`src/rtl/udma_cpi_tx_pkg.sv`:
```
// Shared types for the CPI transmitter: FSM encoding and shadow config record.
package udma_cpi_tx_pkg;

    localparam int unsigned CPI_CNT_WIDTH = 16;
    localparam int unsigned CPI_DIV_WIDTH = 8;

    // Legacy state encodings, kept as named constants for external tooling.
    localparam logic [1:0] ST_IDLE   = 2'd0;
    localparam logic [1:0] ST_VBLANK = 2'd1;
    localparam logic [1:0] ST_LINE   = 2'd2;
    localparam logic [1:0] ST_HBLANK = 2'd3;

    typedef enum logic [1:0] {
        IDLE   = ST_IDLE,
        VBLANK = ST_VBLANK,
        LINE   = ST_LINE,
        HBLANK = ST_HBLANK
    } cpi_tx_state_e;

    // Frame geometry captured at frame start; fields are "count minus 1".
    typedef struct packed {
        logic [CPI_DIV_WIDTH-1:0] clkdiv;
        logic [CPI_CNT_WIDTH-1:0] width;
        logic [CPI_CNT_WIDTH-1:0] height;
        logic [CPI_CNT_WIDTH-1:0] hblank;
        logic [CPI_CNT_WIDTH-1:0] vblank;
    } cpi_tx_cfg_t;

endpackage

```
`src/rtl/udma_cpi_tx_clkgen.sv`:
```
// Pixel clock divider: pclk half-period is clkdiv+1 clk cycles, held low when idle.
module cpi_tx_clkgen
    import udma_cpi_tx_pkg::*;
(
    input  logic                     clk,
    input  logic                     rst_n,
    input  logic [CPI_DIV_WIDTH-1:0] clkdiv,
    input  logic                     run,
    output logic                     pclk,
    output logic                     fall
);

    logic [CPI_DIV_WIDTH-1:0] div_cnt;
    logic                     terminal;

    assign terminal = (div_cnt == clkdiv);
    // Strobe in the cycle whose closing edge drives pclk from high to low.
    assign fall     = run && terminal && pclk;

    // Half-period counter and pclk toggle; stopped and parked low when not running.
    always_ff @(posedge clk or negedge rst_n) begin
        if (!rst_n) begin
            div_cnt <= '0;
            pclk    <= 1'b0;
        end else if (!run) begin
            div_cnt <= '0;
            pclk    <= 1'b0;
        end else if (terminal) begin
            div_cnt <= '0;
            pclk    <= ~pclk;
        end else begin
            div_cnt <= div_cnt + 1'b1;
        end
    end

endmodule

```
`src/rtl/udma_cpi_tx.sv`:
```
// CPI transmitter / sensor emulator: streams uDMA pixels out with frame timing.
module udma_cpi_tx
    import udma_cpi_tx_pkg::*;
#(
    parameter int unsigned DATA_WIDTH = 8,
    parameter int unsigned CNT_WIDTH  = CPI_CNT_WIDTH  // must match the shadow record width
) (
    input  logic                  clk_i,
    input  logic                  rstn_i,
    input  logic                  cfg_en_i,
    input  logic [7:0]            cfg_clkdiv_i,
    input  logic [CNT_WIDTH-1:0]  cfg_width_i,
    input  logic [CNT_WIDTH-1:0]  cfg_height_i,
    input  logic [CNT_WIDTH-1:0]  cfg_hblank_i,
    input  logic [CNT_WIDTH-1:0]  cfg_vblank_i,
    input  logic [DATA_WIDTH-1:0] tx_data_i,
    input  logic                  tx_valid_i,
    output logic                  tx_ready_o,
    output logic                  cpi_pclk_o,
    output logic                  cpi_hsync_o,
    output logic                  cpi_vsync_o,
    output logic [DATA_WIDTH-1:0] cpi_data_o,
    output logic                  busy_o,
    output logic                  eof_evt_o,
    output logic                  underrun_evt_o
);

    cpi_tx_state_e         state;
    cpi_tx_cfg_t           shadow;
    cpi_tx_cfg_t           cfg_in;
    logic [CNT_WIDTH-1:0]  cnt;
    logic [CNT_WIDTH-1:0]  px;
    logic [CNT_WIDTH-1:0]  line;
    logic                  fall;
    logic                  run;
    logic                  vblank_done;
    logic                  hblank_done;
    logic                  line_done;
    logic                  lines_left;
    logic                  pixel_slot;
    logic [DATA_WIDTH-1:0] slot_data;

    assign cfg_in = '{clkdiv: cfg_clkdiv_i, width: cfg_width_i, height: cfg_height_i,
                      hblank: cfg_hblank_i, vblank: cfg_vblank_i};

    assign run = (state != IDLE);

    cpi_tx_clkgen u_clkgen (
        .clk    (clk_i),
        .rst_n  (rstn_i),
        .clkdiv (shadow.clkdiv),
        .run    (run),
        .pclk   (cpi_pclk_o),
        .fall   (fall)
    );

    // Equality compares so full-scale counts never terminate early on wrap.
    assign vblank_done = (cnt == shadow.vblank);
    assign hblank_done = (cnt == shadow.hblank);
    assign line_done   = (px == shadow.width);
    assign lines_left  = (line != shadow.height);

    // A fall is a pixel slot when it presents the first or a following pixel of a line.
    always_comb begin
        pixel_slot = 1'b0;
        case (state)
            VBLANK:  pixel_slot = vblank_done;
            LINE:    pixel_slot = !line_done;
            HBLANK:  pixel_slot = hblank_done && lines_left;
            default: pixel_slot = 1'b0;
        endcase
    end

    assign tx_ready_o = fall && pixel_slot;
    assign slot_data  = tx_valid_i ? tx_data_i : '0;

    // Frame FSM: blanking/pixel counters, sync outputs, pixel register and events.
    always_ff @(posedge clk_i or negedge rstn_i) begin
        if (!rstn_i) begin
            state          <= IDLE;
            shadow         <= '0;
            cnt            <= '0;
            px             <= '0;
            line           <= '0;
            cpi_hsync_o    <= 1'b0;
            cpi_vsync_o    <= 1'b0;
            cpi_data_o     <= '0;
            busy_o         <= 1'b0;
            eof_evt_o      <= 1'b0;
            underrun_evt_o <= 1'b0;
        end else begin
            eof_evt_o      <= 1'b0;
            underrun_evt_o <= 1'b0;
            // Every pixel slot presents a byte; a missing one goes out as zero without stalling.
            if (tx_ready_o) begin
                cpi_data_o     <= slot_data;
                underrun_evt_o <= !tx_valid_i;
            end
            case (state)
                IDLE: begin
                    if (cfg_en_i) begin
                        state       <= VBLANK;
                        busy_o      <= 1'b1;
                        cpi_vsync_o <= 1'b1;
                        shadow      <= cfg_in;
                        cnt         <= '0;
                        px          <= '0;
                        line        <= '0;
                    end
                end
                VBLANK: begin
                    if (fall) begin
                        if (vblank_done) begin
                            state       <= LINE;
                            cpi_vsync_o <= 1'b0;
                            cpi_hsync_o <= 1'b1;
                            cnt         <= '0;
                            px          <= '0;
                        end else begin
                            cnt <= cnt + 1'b1;
                        end
                    end
                end
                LINE: begin
                    if (fall) begin
                        if (line_done) begin
                            state       <= HBLANK;
                            cpi_hsync_o <= 1'b0;
                            cpi_data_o  <= '0;
                            cnt         <= '0;
                        end else begin
                            px <= px + 1'b1;
                        end
                    end
                end
                HBLANK: begin
                    if (fall) begin
                        if (!hblank_done) begin
                            cnt <= cnt + 1'b1;
                        end else if (lines_left) begin
                            state       <= LINE;
                            cpi_hsync_o <= 1'b1;
                            px          <= '0;
                            cnt         <= '0;
                            line        <= line + 1'b1;
                        end else begin
                            eof_evt_o <= 1'b1;
                            cnt       <= '0;
                            line      <= '0;
                            if (cfg_en_i) begin
                                state       <= VBLANK;
                                cpi_vsync_o <= 1'b1;
                                shadow      <= cfg_in;
                            end else begin
                                state  <= IDLE;
                                busy_o <= 1'b0;
                            end
                        end
                    end
                end
                default: state <= IDLE;
            endcase
        end
    end

endmodule

```
`config.mk`:
```
export PLATFORM = sky130hd
export DESIGN_NAME = udma_cpi_tx
export DESIGN_NICKNAME = d
export VERILOG_FILES = /design/src/rtl/udma_cpi_tx_pkg.sv /design/src/rtl/udma_cpi_tx_clkgen.sv /design/src/rtl/udma_cpi_tx.sv
export SDC_FILE = /design/constraint.sdc
export NUM_CORES = 1
export LEC_CHECK = 0
export CAP_MARGIN = 20
export CORE_ASPECT_RATIO = 0.8
export CORE_UTILIZATION = 50
export CTS_BUF_LIST = sky130_fd_sc_hd__clkbuf_4 sky130_fd_sc_hd__clkbuf_8 sky130_fd_sc_hd__clkbuf_16
export DETAILED_ROUTE_END_ITERATION = 8
export GPL_ROUTABILITY_DRIVEN = 0
export PLACE_DENSITY_LB_ADDON = 0.3
export SYNTH_ARGS = -nofsm -noshare
export SYNTH_HDL_FRONTEND = slang
export SYNTH_SLANG_ARGS = --single-unit
```
`constraint.sdc`:
```
create_clock -name clk_i -period 2.3 [get_ports clk_i]
set_input_delay 0.23 -clock clk_i [delete_from_list [all_inputs] [get_ports clk_i]]
set_output_delay 0.23 -clock clk_i [all_outputs]
set_load 0.05 [all_outputs]
```
==> impl_metrics.tcl, run 1 <==
set metrics [dict create \
    outcome "complete, but fails checks" \
    violations "negative setup slack" \
    muxShareOfSynthArea 0.146 \
    cp_slowest_stage_delay_ps 440 \
    worstPathCellList "xnor2_2, nand4_1, nor4_2, buf_4, and2b_2, buf_4, a211oi_4, nor2_4, buf_6" \
    io_buffers 98 \
    dpl.cell_count 971 \
    cp-start-kind "flip-flop" \
    cp.required_ps 2070 \
    crit_path_frequent_cell "buf_4" \
    dp_hpwl_um 12300 \
    yosys_warnings 0 \
    cts_sinks 144 \
    synth_area_sq_um 7390 \
    dieArea_sq_um 15300 \
    yosysUniqueCellTypes 49 \
    cp_max_fo 3 \
    rsz0062_at_grt "yes" \
    routed_via_density 5.97 \
    synthSimpleGateAreaFrac 0.129 \
    die_width_um 138 \
    first_global_vias 6060 \
    finalCritPeriodShare 1.17 \
    synth-seq-cells 144 \
    grt_max_degree 68 \
    drt_iter0_markers 554 \
    p_leak_nw 5.14 \
    slew_violations 0 \
    period_minus_slack_ps 2700 \
    ir_drop_v 0.000756 \
    arrival_ps 2470 \
    clk_pin_slew_ps 60 \
    final_cells 1054 \
    grt_overflow 0 \
    cts_buffers 17 \
    powerDensity_nw_per_um2 547 \
    antenna_left 0 \
    syn_avg_cell_area_sq_um 11.3 \
    fp-row-count 39 \
    start_util 0.515 \
    clk_latency_ps 430 \
    setup_viol 128 \
    area_growth_pct 47.8 \
    crit_type "reg -> out" \
    wl_per_cell_um 21.1 \
    worst_slew_pin_slew_ps 666 \
    syn_nets 741 \
    synth.largest_area_cell "dfrtp_1" \
    synth_top_area_frac 0.487 \
    synthCells 653 \
    io_pins 99 \
    hold_violations 0 \
    ctsLongestPathBuffers 2 \
    synth_xor_area_frac 0.0936 \
    skew_ps 14.2 \
    first_pass_iters 5 \
    synthAdderAreaFrac 0.00677 \
    cp-end-kind "output port" \
    finalNetCount 945 \
    setup_tns_ps -31420 \
    max_freq_mhz 370 \
    synth.area.top_cells "dfrtp_1, mux2_4, xnor2_1" \
    drcViolationCount 0 \
    die_y_um 111 \
    max-cap-violations 0 \
    synth_top_family_by_area "multiplexers" \
    n_antenna_cell 0 \
    synth_compound_area_frac 0.109 \
    grt.total_usage 0.265 \
    fin_hold_ws_ps 214 \
    grt_pass1_wl_um 30800 \
    antenna_found_initial 0 \
    fillers 801 \
    core_region_area_sq_um 14300 \
    cts-root-buf "clkbuf_16" \
    cts_tree "yes" \
    cts.htree.levels 4 \
    wirelength_um 22200 \
    ys_seq_area_frac 0.487 \
    num_vias 6294 \
    hold_path_class "in -> async" \
    drive_gt1_frac 0.376 \
    setup_ws_ps -401 \
    cp_slowest_cell "dfrtp_2" \
    rrSetupSlack_ps -390 \
    max-slew-margin-rel 0.556 \
]
## cells in the mapped netlist, drive strengths merged
master,count
o211ai,1
a21oi,17
ha,4
a2bb2oi,1
or4,1
and4,2
and2b,1
xnor2,44
xor2,35
nor3,11
o22ai,1
a22oi,1
mux2,73
nand2b,1
or2,2
nor3b,1
a31oi,6
nand4,18
nand2,39
o21ai,68
buf,13
nand3,23
nor2b,8
o2111ai,1
a211oi,1
clkbuf,17
a41oi,2
nor2,47
and3,15
inv,8
or3,1
o221ai,1
nor4,11
and2,4
o31ai,18
a22o,8
dfrtp,144
o41ai,4
## placed cells by master (no fill, tap or decap), types with 8 or more instances in the layout
cell / n
dfrtp_1: 131
clkdlybuf4s50_1: 96
a21oi_1: 16
nand3_1: 22
nor2b_1: 8
xor2_1: 35
dfrtp_2: 13
nand2_1: 35
clkbuf_16: 18
o21ai_0: 26
o31ai_1: 8
buf_6: 20
xnor2_2: 18
buf_4: 78
a22o_1: 8
o21ai_2: 16
xnor2_1: 26
nor2_1: 35
and3_1: 15
o21ai_1: 23
nand4_1: 18
mux2_4: 70
## state kept, by name, indices dropped and copies added (netlist names)
signal / flops
cpi_hsync_o: 1
eof_evt_o: 1
cnt: 16
u_clkgen.div_cnt: 8
px: 16
busy_o: 1
u_clkgen.pclk: 1
state: 2
cpi_data_o: 8
cpi_vsync_o: 1
underrun_evt_o: 1
line: 16
shadow: 72
## per-stage QoR
| step | total power, W | cell area [sq um] | util | setup WS, ps |
|---|---|---|---|---|
| after floorplan | 0.00263 | 7390 | - | -46.2 |
| after global placement | 0.00285 | 8980 | 0.626 | -112 |
| after detailed placement | 0.00285 | 8980 | 0.626 | -167 |
| after CTS | 0.00600 | 10300 | 0.716 | -246 |
| after global routing | 0.00615 | 10900 | 0.761 | -489 |
| final | 0.00597 | 10900 | 0.761 | -401 |
## final timing paths
check / cells after the start / start / end
max reg2reg: 11 / cnt[15]$_DFFE_PN0P_ / shadow[8]$_DFFE_PN0P_
min reg2reg: 1 / cpi_data_o[2]$_DFF_PN0_ / cpi_data_o[2]$_DFF_PN0_
min in group clk_i: 2 / cfg_width_i[3] / shadow[51]$_DFFE_PN0P_
max: 9 / cnt[15]$_DFFE_PN0P_ / tx_ready_o
min: 2 / rstn_i / shadow[57]$_DFFE_PN0P_
max in group asynchronous: 3 / rstn_i / cnt[9]$_DFFE_PN0P_
## worst max-delay path: cells and delay by family (launching register included)
kind,cells,cell delay (ps)
AO/OA/AOI/OAI,1,80
buffers and inverters,3,470
XOR/XNOR,1,220
flip-flops,1,440
AND/OR/NAND/NOR,4,820
## final cells by class
cell class,count,area [sq um],share of cell area
clock buffers,19,447,0.0409
multi-input cells,471,4160,0.381
clock inverters,13,235,0.0215
inverters,8,30.0,0.00275
well taps,184,230,0.0211
repair buffers,215,2200,0.202
flip-flops and latches,144,3620,0.331
## kinds of logic after synthesis
kind of cell / after synthesis
compound gates: 130
buf+inv: 38
xor+xnor: 79
fa+ha+maj: 4
flops: 144
simple gates: 185
mux: 73
## per-layer routing
layer	track usage	up-vias	share of wire
li1	-	2764	-
met5	0	-	0
met4	0.101	0	0.034
met1	0.368	3083	0.41
met3	0.0640	81	0.084
met2	0.399	366	0.47
## what timing repair did
action,CTS,global route
endpoints found under the hold margin,105,0
endpoints found under the setup margin,96,128
setup buffers,18,26
pin swaps,22,51
resized for setup,67,128
cloned,8,3
hold buffers,1,0
## power breakdown
part / internal (W) / switching (W) / total [W]
Combinational: 0.000151 / 0.000110 / 0.000261
Clock: 0.00208 / 0.00109 / 0.00317
Sequential: 0.00254 / 0.00000365 / 0.00254
No activity file was read; power rests on OpenSTA's default activity.
==> inputs of run 2 (changes only) <==
--- a/config.mk
+++ b/config.mk
@@ -7,11 +7,11 @@
 export LEC_CHECK = 0
 export CAP_MARGIN = 20
 export CORE_ASPECT_RATIO = 0.8
+export CORE_MARGIN = 4
 export CORE_UTILIZATION = 50
 export CTS_BUF_LIST = sky130_fd_sc_hd__clkbuf_4 sky130_fd_sc_hd__clkbuf_8 sky130_fd_sc_hd__clkbuf_16
 export DETAILED_ROUTE_END_ITERATION = 8
-export GPL_ROUTABILITY_DRIVEN = 0
-export PLACE_DENSITY_LB_ADDON = 0.3
+export PLACE_DENSITY = 0.86
 export SYNTH_ARGS = -nofsm -noshare
 export SYNTH_HDL_FRONTEND = slang
 export SYNTH_SLANG_ARGS = --single-unit
==> run 2 against run 1 <==
Net effect: clock power shrank 11%; flip-flop and latch count is the same; die area grew 10%; the run still ends with negative setup slack left; via count grew 5.6%; worst hold slack gained 110 ps; register-to-register slack gained 60 ps; critical endpoint unchanged; maximum frequency grew 2.7%; combinational power grew 2%; final area shrank 0.79%; wire length grew 12%; critical path type unchanged; sequential share of layout area grew 0.26 points; first-iteration DRC count grew 56%.
==> impl_metrics.tcl, run 2 (synthesized netlist as in run 1, its figures left out) <==
set metrics [dict create \
    dieArea_sq_um 16800 \
    final_cells 1060 \
    wl_per_cell_um 23.5 \
    skew_ps 15.6 \
    cp-end-kind "output port" \
    crit_path_frequent_cell "buf_6" \
    n_antenna_cell 0 \
    die_y_um 117 \
    ctsLongestPathBuffers 2 \
    max-cap-violations 0 \
    p_leak_nw 5.10 \
    cp-start-kind "flip-flop" \
    hold_path_class "in -> async" \
    start_util 0.514 \
    cts_tree "yes" \
    cp_max_fo 6 \
    placed_area_sq_um 9110 \
    largest_reg_flops 72 \
    outcome "complete, but fails checks" \
    clk_latency_ps 440 \
    first_pass_iters 7 \
    routed_via_density 6.27 \
    top_register "shadow" \
    cp_slowest_stage_delay_ps 490 \
    fp-row-count 39 \
    cts_buffers 17 \
    dp_hpwl_um 12500 \
    finalNetCount 951 \
    final_common_cell "dfrtp_1" \
    cp_slowest_cell "dfrtp_2" \
    slew_violations 0 \
    die_width_um 144 \
    hold_violations 0 \
    cts_sinks 144 \
    arrival_ps 2400 \
    max_freq_mhz 380 \
    grt_overflow 0 \
    finalCritPeriodShare 1.14 \
    period_minus_slack_ps 2630 \
    core_region_area_sq_um 14400 \
    fillers 811 \
    io_buffers 98 \
    antenna_found_initial 0 \
    cts-root-buf "clkbuf_16" \
    powerDensity_nw_per_um2 519 \
    grt_max_degree 51 \
    dpl.cell_count 986 \
    rsz0062_at_grt "yes" \
    drive_gt1_frac 0.392 \
    antenna_left 0 \
    gp_congestion 0.956 \
    setup_tns_ps -30270 \
    crit_type "reg -> out" \
    area_growth_pct 46.6 \
    violations "negative setup slack" \
    setup_ws_ps -329 \
    reg2reg_from "cnt[13]$_DFFE_PN0P_" \
    grt.total_usage 0.237 \
    max-slew-margin-rel 0.601 \
    grt_pass1_wl_um 30800 \
    cp.required_ps 2070 \
    drt_iter0_markers 866 \
    worstPathCellList "xor2_1, nor4_1, nand4_1, buf_6, nor3_4, a211oi_4, nor2_2, buf_6" \
    layout.cells.most_common_list "dfrtp_1, clkdlybuf4s50_1, buf_4, mux2_4, nor2_1" \
    cts.htree.levels 4 \
    fin_util 0.753 \
    num_vias 6645 \
    drcViolationCount 0 \
    worst_slew_pin_slew_ps 593 \
    finalInstanceArea_sq_um 10800 \
    startpoint "cnt[5]$_DFFE_PN0P_" \
    first_global_vias 6142 \
    ir_drop_v 0.000586 \
    io_pins 99 \
    wirelength_um 24900 \
    clk_pin_slew_ps 70 \
    setup_viol 132 \
]
==> run 2: changes by cell type in the layout (fill, tap and decap cells not counted), sizes merged <==
cell / before / now
inv: 8 / 10
clkinvlp: 2 / 3
clkbuf: 20 / 24
o211ai: 1 / 2
buf: 117 / 119
bufinv: 6 / 2
==> run 2: routing by layer <==
layer	up-vias	track usage	routed length (um)
met2	510	0.374	11800
met5	-	0	0
met3	165	0.0765	2300
li1	2762	-	-
met1	3208	0.305	9430
met4	0	0.0922	1440
==> run 2: cell type report <==
type,count,area (sq um),area share
Multi-Input combinational cell,472,4190,0.387
Timing Repair Buffer,220,2170,0.201
Sequential cell,144,3620,0.334
Inverter,8,30.0,0.00277
Tap cell,184,230,0.0212
Clock inverter,12,133,0.0122
Clock buffer,20,460,0.0425
==> run 2: worst max-delay path, delay by kind of cell, from the launching register on <==
kind / cells / cell delay [ps]
simple gates: 4 / 870
flops: 1 / 490
buf+inv: 2 / 330
compound gates: 1 / 80
xor+xnor: 1 / 190
==> run 2: where the power goes <==
| part | total, W | switching (W) | internal (W) | leakage [nW] |
|---|---|---|---|---|
| sequential | 0.00254 | 0.00000394 | 0.00254 | 1.86 |
| clock | 0.00282 | 0.00115 | 0.00167 | 0.286 |
| combinational | 0.000265 | 0.000111 | 0.000153 | 2.95 |
| total | 0.00563 | 0.00127 | 0.00436 | 5.10 |
==> run 2: worst paths after layout <==
| kind | to | slack, ps | cells past startpoint |
|---|---|---|---|
| worst max-delay path | tx_ready_o | -330 | 8 |
| worst min-delay path | line[4]$_DFFE_PN0P_ | 330 | 2 |
| worst max register to register | shadow[18]$_DFFE_PN0P_ | -330 | 9 |
| worst min register to register | cpi_vsync_o$_DFFE_PN0P_ | 500 | 2 |
| max in group asynchronous | cnt[10]$_DFFE_PN0P_ | 1350 | 3 |
| min in group clk_i | underrun_evt_o$_DFF_PN0_ | 370 | 2 |
==> run 2: repair_timing <==
item	4_1_cts	5_1_grt
pin swaps	15	63
resized for setup	57	144
setup endpoints to repair	115	132
endpoints found under the hold margin	47	0
buffers inserted	11	24
hold buffers	1	0
cloned	1	8
==> run 2: metrics by stage <==
step | total power (W) | hold WS (ps) | worst slack [ps]
final | 0.00563 | 325 | -329
after global routing | 0.00577 | 363 | -448
after CTS | 0.00562 | 333 | -201
after detailed placement | 0.00285 | 210 | -152
after global placement | 0.00285 | 211 | -124
after floorplan | 0.00263 | -65.6 | -46.2
==> inputs of run 3 (changes only) <==
--- a/config.mk
+++ b/config.mk
@@ -8,10 +8,11 @@
 export CAP_MARGIN = 20
 export CORE_ASPECT_RATIO = 0.8
 export CORE_MARGIN = 4
-export CORE_UTILIZATION = 50
+export CORE_UTILIZATION = 30
 export CTS_BUF_LIST = sky130_fd_sc_hd__clkbuf_4 sky130_fd_sc_hd__clkbuf_8 sky130_fd_sc_hd__clkbuf_16
 export DETAILED_ROUTE_END_ITERATION = 8
-export PLACE_DENSITY = 0.86
+export PLACE_DENSITY = 0.6
 export SYNTH_ARGS = -nofsm -noshare
 export SYNTH_HDL_FRONTEND = slang
+export SYNTH_HIERARCHICAL = 1
 export SYNTH_SLANG_ARGS = --single-unit
==> run 3 against run 2 <==
Net effect: the flow still finishes with violations (negative setup slack); combinational power rose to 4.2 times the previous value; critical path depth is the same; die area rose by 65%; register-to-register slack improved by 80 ps; worst hold slack better by 5.6 ps; global-route usage shrank 8.7 points; first-iteration DRC count down 48%; critical endpoint unchanged; highest routed layer unchanged.
==> impl_metrics.tcl, run 3 <==
set metrics [dict create \
    ir_drop_v 0.000510 \
    p_leak_nw 5.20 \
    cts_sinks 144 \
    grt_max_degree 52 \
    cp_num_buf_inv 3 \
    sw_frac_of_total 0.241 \
    pwr-share-seq 0.402 \
    io_buffers 98 \
    finalNetCount 963 \
    layout.cells.most_common_list "dfrtp_1, buf_4, clkdlybuf4s50_1, mux2_4, xor2_1" \
    clk_pin_slew_ps 60 \
    cts-root-buf "clkbuf_16" \
    cts_tree "yes" \
    area_growth_pct 44.6 \
    cp_max_fo 3 \
    gp_congestion 0.871 \
    synthCells 660 \
    num_vias 5888 \
    p_int_w 0.00543 \
    antenna_left 0 \
    core_region_area_sq_um 24600 \
    cp_slowest_cell "dfrtp_1" \
    largest_reg_flops 72 \
    synth-seq-cells 144 \
    drt_iter0_markers 447 \
    hold_violations 0 \
    syn_avg_cell_area_sq_um 11.4 \
    die_width_um 185 \
    powerDensity_nw_per_um2 655 \
    cp.required_ps 2070 \
    fin_util 0.445 \
    outcome "complete, but fails checks" \
    critPathTopFamily "simple AND/OR/NAND/NOR gates" \
    yosys_warnings 6 \
    start_util 0.307 \
    setup_ws_ps -275 \
    dieArea_sq_um 27800 \
    top_register "shadow" \
    slew_violations 0 \
    ys_async_sr_fraction 1.00 \
    rrSetupSlack_ps -250 \
    fp-row-count 51 \
    r2r_cells 9 \
    wl_per_cell_um 16.9 \
    yosysUniqueCellTypes 55 \
    yosysMostFrequentCell "dfrtp_1" \
    cts.htree.levels 4 \
    cp-end-kind "output port" \
    p_sw_w 0.00172 \
    final_common_cell "dfrtp_1" \
    synth.area.top_cells "dfrtp_1, mux2_4, xor2_1" \
    dp_hpwl_um 14000 \
    io_pins 99 \
    synth_top_area_frac 0.477 \
    grt_overflow 0 \
    n_antenna_cell 0 \
    max-cap-violations 0 \
    crit_type "reg -> out" \
    worstPathCellList "xor2_1, nor4_1, buf_4, and3_2, a32oi_1, buf_4, a21oi_2, buf_12" \
    setup_viol 74 \
    ys.flop_type "dfrtp_1" \
    antenna_found_initial 0 \
    cp-start-kind "flip-flop" \
    max_freq_mhz 388 \
    finalCritPeriodShare 1.12 \
    period_minus_slack_ps 2570 \
    cts_buffers 17 \
    syn_nets 748 \
    ctsLongestPathBuffers 2 \
    drive_gt1_frac 0.312 \
    clk_latency_ps 430 \
    routed_via_density 4.89 \
    clockPowerShare 0.444 \
    drcViolationCount 0 \
    grt_pass1_wl_um 32600 \
    grt.total_usage 0.150 \
    cp_slowest_stage_delay_ps 410 \
    crit_path_frequent_cell "buf_4" \
    max-slew-margin-rel 0.635 \
    synth_common_cells "dfrtp_1, mux2_4, xor2_1" \
    synth.largest_area_cell "dfrtp_1" \
    worst-path-stages 8 \
    synth_area_sq_um 7550 \
    wirelength_um 20400 \
    rsz0062_at_grt "yes" \
    arrival_ps 2340 \
    first_global_vias 5847 \
    skew_ps 9.16 \
    first_pass_iters 5 \
    setup_tns_ps -15270 \
    die_y_um 150 \
    synth_edf_count 0 \
    violations "negative setup slack" \
    hold_path_class "in -> async" \
    ys_seq_area_frac 0.477 \
    worst_slew_pin_slew_ps 546 \
    combinationalPowerShare 0.155 \
]
[run 3: cell types whose count changed after synthesis, moves of 11 or more]
cell     previous run  this run
nor2_1             46        28
nor3_1              9        23
o21ai_0            61        27
o31ai_1            18         7
xnor2_1            44        30
xor2_1             35        48
[run 3: final cells by class]
cell class	instances	area, sq um
Tap cell	318	398
Clock inverter	11	210
Fill cell	2272	13600
Multi-Input combinational cell	472	3950
Timing Repair Buffer	228	2250
Clock buffer	20	460
Sequential cell	144	3600
Inverter	12	45.0
[run 3: power groups by stage]
stage	sequential [W]	clock (W)	combinational, W
global route	0.00290	0.00338	0.00122
finish	0.00288	0.00318	0.00111
global placement	0.00290	0	0.00102
CTS	0.00287	0.00325	0.00107
floorplan	0.00293	0	0.000509
detailed placement	0.00291	0	0.00103
[run 3: path summary, 6_finish.rpt]
| check | startpoint | to |
|---|---|---|
| worst max-delay path | cnt[1]$_DFFE_PN0P_ | tx_ready_o |
| worst min-delay path | rstn_i | shadow[68]$_DFFE_PN0P_ |
| worst max register to register | line[4]$_DFFE_PN0P_ | shadow[36]$_DFFE_PN0P_ |
| worst min register to register | cpi_data_o[3]$_DFF_PN0_ | cpi_data_o[3]$_DFF_PN0_ |
| max in group asynchronous | rstn_i | cnt[15]$_DFFE_PN0P_ |
| min in group clk_i | cfg_vblank_i[12] | shadow[12]$_DFFE_PN0P_ |
[run 3: per-stage QoR]
| step | instance area (sq um) | hold slack, ps | cells | total power [W] | setup slack [ps] |
|---|---|---|---|---|---|
| after floorplan | 7580 | -65.6 | 660 | 0.00344 | 14.4 |
| after global placement | 9650 | 225 | 1145 | 0.00393 | -83.1 |
| after detailed placement | 9650 | 229 | 1145 | 0.00395 | -121 |
| after CTS | 10800 | 339 | 1202 | 0.00719 | -334 |
| after global routing | 10900 | 367 | 1205 | 0.00749 | -381 |
| final | 10900 | 331 | 1205 | 0.00716 | -275 |
[run 3: layer usage]
| metal | global-route usage | vias up | wire, um |
|---|---|---|---|
| li1 | - | 2832 | - |
| met1 | 0.229 | 2870 | 10400 |
| met2 | 0.216 | 175 | 8670 |
| met3 | 0.0345 | 11 | 1190 |
| met4 | 0.0275 | 0 | 114 |
| met5 | 0 | - | 0 |
[run 3: cell families (layout without fill, tap and decap cells)]
logic type                 Yosys count  after routing  share of synthesized area
and+or+nand+nor                    195            195                      0.138
muxes                               76             76                      0.147
buffers and inverters               45            271                     0.0308
xor gates and xnor gates            78             78                     0.0905
adders and majority gates            4              4                    0.00663
AOI/OAI and AO/OA                  118            119                      0.110
DFF                                144            144                      0.477
[run 3: worst register-to-register path, stage by stage (launching register included)]
cell and delay (ps):
dfrtp_1 400, xnor2_1 190, nand4_1 160, nor4_4 400, buf_4 180, nand4_1 180, a21bo_4 330, buf_12 160
buf_16 150, mux2_4 290
[run 3: what timing repair did]
action,4_1_cts,5_1_grt
hold endpoints to repair,48,0
resized for setup,19,35
hold buffers,1,0
setup endpoints to repair,94,114
gates cloned,8,1
pin swaps,13,16
buffers inserted,17,9
